==> config.mk <==
export PLATFORM = sky130hd
export DESIGN_NAME = gpu_bram_wr_arbiter
export DESIGN_NICKNAME = d
export VERILOG_FILES = /design/src/rtl/gpu_bram_wr_arbiter.sv
export SDC_FILE = /design/constraint.sdc
export NUM_CORES = 1
export LEC_CHECK = 0
export CAP_MARGIN = 0
export CORE_UTILIZATION = 37
export CTS_CLUSTER_SIZE = 20
export DETAILED_ROUTE_END_ITERATION = 10
export HOLD_SLACK_MARGIN = 0.15
export PLACE_DENSITY = 0.85
export SETUP_SLACK_MARGIN = 0.4
export SLEW_MARGIN = 30
export SYNTH_ARGS = -nofsm -noshare
export SYNTH_HDL_FRONTEND = slang
export SYNTH_SLANG_ARGS = --single-unit
export TNS_END_PERCENT = 10
==> constraint.sdc <==
create_clock -name clk -period 1.6 [get_ports clk]
set_input_delay 0.16 -clock clk [delete_from_list [all_inputs] [get_ports clk]]
set_output_delay 0.16 -clock clk [all_outputs]
set_load 0.1 [all_outputs]
==> src/rtl/gpu_bram_wr_arbiter.sv <==
// Write-port controller for a GPU block RAM: arbitrates CPU (A) and rasteriser (B)
// writes onto the single RAM write port and runs a full-memory clear engine.
module gpu_bram_wr_arbiter #(
  parameter int                    ADDR_WIDTH   = 10,
  parameter int                    SIZE         = 1024,
  parameter int                    DATA_WIDTH   = 64,
  parameter logic [DATA_WIDTH-1:0] CLEAR_VALUE  = '0,
  parameter int                    STARVE_LIMIT = 4
) (
  input  logic                  clk,
  input  logic                  reset,
  input  logic                  clear_start,
  output logic                  clear_busy,
  output logic                  clear_done,
  input  logic                  a_valid,
  input  logic [ADDR_WIDTH-1:0] a_addr,
  input  logic [DATA_WIDTH-1:0] a_data,
  output logic                  a_ready,
  input  logic                  b_valid,
  input  logic [ADDR_WIDTH-1:0] b_addr,
  input  logic [DATA_WIDTH-1:0] b_data,
  output logic                  b_ready,
  output logic                  we,
  output logic [ADDR_WIDTH-1:0] mem_din_addr,
  output logic [DATA_WIDTH-1:0] mem_din
);

  localparam int                    STARVE_W   = $clog2(STARVE_LIMIT + 1);
  localparam logic [STARVE_W-1:0]   STARVE_MAX = STARVE_W'(STARVE_LIMIT);
  localparam logic [ADDR_WIDTH-1:0] LAST_ADDR  = ADDR_WIDTH'(SIZE - 1);

  typedef enum logic {
    IDLE,
    CLEAR
  } state_t;

  state_t                state;
  logic [STARVE_W-1:0]   starve_cnt;
  logic [ADDR_WIDTH-1:0] clear_addr;
  logic                  b_priority;
  logic                  grant_window;

  // Grants are only offered in IDLE and never in the cycle a clear is requested.
  assign b_priority   = (starve_cnt == STARVE_MAX);
  assign grant_window = (state == IDLE) && !clear_start;
  assign a_ready      = grant_window && a_valid && !b_priority;
  assign b_ready      = grant_window && b_valid && (!a_valid || b_priority);
  assign clear_busy   = (state == CLEAR);

  // NOTE: reset is synchronous here, so it lives inside the clocked branch only.
  always_ff @(posedge clk) begin
    if (reset) begin
      state        <= IDLE;
      we           <= 1'b0;
      mem_din_addr <= '0;
      mem_din      <= '0;
      clear_done   <= 1'b0;
      starve_cnt   <= '0;
      clear_addr   <= '0;
    end else begin
      // NOTE: non-blocking assignments keep every register updating from pre-edge values.
      clear_done <= 1'b0;
      unique case (state)
        IDLE: begin
          if (!b_valid || b_ready) begin
            starve_cnt <= '0;
          end else if (starve_cnt != STARVE_MAX) begin
            starve_cnt <= starve_cnt + 1'b1;
          end

          if (clear_start) begin
            state        <= CLEAR;
            clear_addr   <= '0;
            we           <= 1'b1;
            mem_din_addr <= '0;
            mem_din      <= CLEAR_VALUE;
          end else if (a_ready) begin
            we           <= 1'b1;
            mem_din_addr <= a_addr;
            mem_din      <= a_data;
          end else if (b_ready) begin
            we           <= 1'b1;
            mem_din_addr <= b_addr;
            mem_din      <= b_data;
          end else begin
            we <= 1'b0;
          end
        end

        CLEAR: begin
          // clear_addr tracks the address currently on the port; stop after SIZE-1.
          if (clear_addr == LAST_ADDR) begin
            state      <= IDLE;
            we         <= 1'b0;
            clear_done <= 1'b1;
          end else begin
            clear_addr   <= clear_addr + 1'b1;
            mem_din_addr <= clear_addr + 1'b1;
            we           <= 1'b1;
          end
        end
      endcase
    end
  end

endmodule
==> load_flow_metrics.sql <==
INSERT INTO impl_metrics (metric_group, metric, value, unit) VALUES
('final_layout', 'commonest_non_fill_non_tap_cell_in_the_layout', 'clkdlybuf4s50_1', ''),
('final_layout', 'drive_above_1_share', '0.324', ''),
('synth', 'netlist-cell-type-count', '46', ''),
('clocking', 'tritoncts.num_buffers', '9', ''),
('global_routing', 'grt_max_degree', '54', ''),
('routing', 'drt_wl_total', '18400', 'um'),
('worst_setup_path', 'worstPathMaxFanout', '5', ''),
('place', 'dpl-instance-area', '0.00820', 'sq mm'),
('synth', 'synthXorXnorAreaFrac', '0.00556', ''),
('clocking', 'clock_h_tree_levels', '3', ''),
('routing', 'initialDrtViolationCount', '255', ''),
('worst_setup_path', 'critical_path.reg2reg.endpoint', 'mem_din_addr[1]', ''),
('place', 'dp_hpwl', '12300', 'um'),
('final_layout', 'layout.cells.most_common_list', 'clkdlybuf4s50_1 (150), buf_12 (89), dfxtp_1 (85)', ''),
('global_routing', 'grtUsageTotal', '0.267', ''),
('synth', 'ff_latch_count_synth', '90', ''),
('routing', 'remaining_drc_errors', '0', ''),
('synth', 'synth-edff-count', '0', ''),
('sta', 'final_count_of_negative_setup_slack_endpoints', '35', ''),
('routing', 'num_vias', '5140', ''),
('place', 'placed_cells', '921', ''),
('routing', 'detailedRoute.firstPassIterationCount', '5', ''),
('final_layout', 'fin_area', '0.00925', 'sq mm'),
('synth', 'dominant_combinational_cell_family_by_area_after_synthesis', 'simple AND/OR/NAND/NOR gates', ''),
('hold_path', 'hold_path_startpoint', 'reset', ''),
('worst_setup_path', 'critical_path.reg2reg.startpoint', 'starve_cnt[1]', ''),
('global_routing', 'globalRouteOverflowTotal', '0', ''),
('sta', 'hold_slack', '0.281', 'ns'),
('place', 'pre_cts_ws', '-0.296', 'ns'),
('routing', 'drt-vias-per-instance', '5.39', ''),
('synth', 'synth.net_count', '686', ''),
('sta', 'finalWorstSetupSlack', '-0.158', 'ns'),
('sta', 'worst_slew_margin_rel', '0.619', ''),
('synth', 'syn-cell-area', '0.00473', 'sq mm'),
('sta', 'count_of_endpoints_failing_hold_in_the_final_timing_report', '0', ''),
('sta', 'skew', '0.00497', 'ns'),
('synth', 'synth.area.top_cells', 'dfxtp_1 (38%), mux2i_1 (14%), a211oi_1 (11%), nor2b_1 (8.5%), nor2_1 (6.0%)', ''),
('final_layout', 'layout.cells.non_filler', '954', ''),
('synth', 'ys_warnings', '0', ''),
('synth', 'seq_area_frac_synth', '0.381', ''),
('final_layout', 'nNetsFinal', '937', ''),
('synth', 'synth_compound_area_frac', '0.186', ''),
('pwr', 'static-leakage-power', '3.78', 'nW'),
('place', 'number_of_input_and_output_port_buffers_inserted', '231', ''),
('sta', 'setup_total_negative_slack', '-1.92', 'ns'),
('synth', 'dominantRegCellSynth', 'dfxtp_1', ''),
('pwr', 'power_per_cell_area', '893', 'mW/mm^2'),
('worst_setup_path', 'timing.setup.critical_path_class', 'flop to output port', ''),
('synth', 'post_synth_adder_cell_area', '0.00794', ''),
('global_routing', 'global_route_wire_length_before_repair', '26800', 'um'),
('synth', 'yosys.area.top_type', 'dfxtp_1', ''),
('floorplan', 'height_of_the_die', '115', 'um'),
('final_layout', 'diodes', '0', ''),
('run_status', 'violated_checks', 'negative setup slack', ''),
('floorplan', 'dieArea', '0.0132', 'sq mm'),
('run_status', 'status', 'finished with violations', ''),
('worst_setup_path', 'critical_path.endpoint', 'b_ready', ''),
('floorplan', 'placement_rows', '40', ''),
('global_routing', 'vias_in_the_first_global_route', '5159', ''),
('sta', 'maxSlewViolCount', '0', ''),
('worst_setup_path', 'reg2reg_setup_slack', '-0.14', 'ns'),
('hold_path', 'worst_hold_path_type', 'input port to flop', ''),
('floorplan', 'core_box_area', '0.0122', 'sq mm'),
('synth', 'synth.area.mux_share', '0.163', ''),
('sta', 'maxClockFrequency', '569', 'MHz'),
('clocking', 'ctsRootBufferMaster', 'clkbuf_16', ''),
('worst_setup_path', 'cp.required', '1.44', 'ns'),
('synth', 'postSynthCellCount', '530', ''),
('synth', 'yosys.area_share.simple', '0.196', ''),
('floorplan', 'initial_core_util', '0.387', ''),
('sta', 'fin_crit_sh', '1.10', '');
## where the power goes
part           internal, mW  switching (mW)
Sequential             2.42           0.198
Clock                  1.39           0.874
Combinational          1.46            1.92
## cell type report
type / count / area (sq um)
repair buffers: 288 / 3850
multi-input cells: 387 / 3030
fillers: 757 / 2960
flip-flops and latches: 90 / 1810
clock buffers: 13 / 282
well taps: 168 / 210
clock inverters: 3 / 43.8
inverters: 5 / 22.5
## metal layers
metal | routed length [um] | GRT usage | part of all wire | vias to the layer above
met5 | 0 | 0 | 0 | -
met2 | 9670 | 0.501 | 0.53 | 243
met4 | 759 | 0.126 | 0.041 | 0
met3 | 1290 | 0.0580 | 0.070 | 59
li1 | - | - | - | 2397
met1 | 6700 | 0.284 | 0.36 | 2441
## worst max-delay path, cell delays in order (launching register included)
cell	delay, ns
dfxtp_2	0.34
inv_2	0.05
ha_4	0.17
a21bo_4	0.24
buf_12	0.13
and3_4	0.17
buf_12	0.16
## worst min path at each step
| stage | endpoint | slack (ns) | cells after the start |
|---|---|---|---|
| 2_1_floorplan | starve_cnt[2] | 0.36 | 2 |
| 3_3_place_gp | clear_addr[6] | 0.48 | 2 |
| 3_5_place_dp | clear_addr[4] | 0.50 | 2 |
| 4_1_cts | clear_addr[0] | 0.27 | 2 |
| 5_1_grt | clear_addr[0] | 0.30 | 2 |
| 6_report | clear_addr[0] | 0.28 | 2 |
## cells by family after synthesis
family          count (synthesis)
fa+ha+maj                       3
compound gates                119
xor+xnor                        3
simple gates                  186
buf+inv                        53
mux                            76
flops                          90
## Yosys cell counts, types with 2 or more instances
cell type and count:
nor4_1 2, ha_1 3, nor3_1 3, mux2i_1 68, a311oi_1 5, xnor2_1 2
nand2_1 21, nor2b_1 64, nand3_1 7, and2_1 2, o21ai_0 5, dfxtp_1 90
and3_1 6, a22oi_1 4, mux2_2 8, nor2_1 75, buf_2 15, a32oi_1 2
buf_6 9, a21oi_1 18, inv_1 4, o211ai_1 2, a211oi_1 68, clkbuf_1 22
a31oi_1 4
## sequential cells by signal, summed over array words and instances, names as in the netlist
signal        flops
mem_din          64
clear_addr       10
mem_din_addr     10
starve_cnt        3
clear_busy        1
clear_done        1
we                1
## what timing repair did
item	4_1_cts	5_1_grt
cloned	7	0
setup endpoints to repair	92	92
resized for setup	58	49
setup buffers	9	1
pin swaps	58	38
Note: power is estimated with default switching activity, not from simulation.
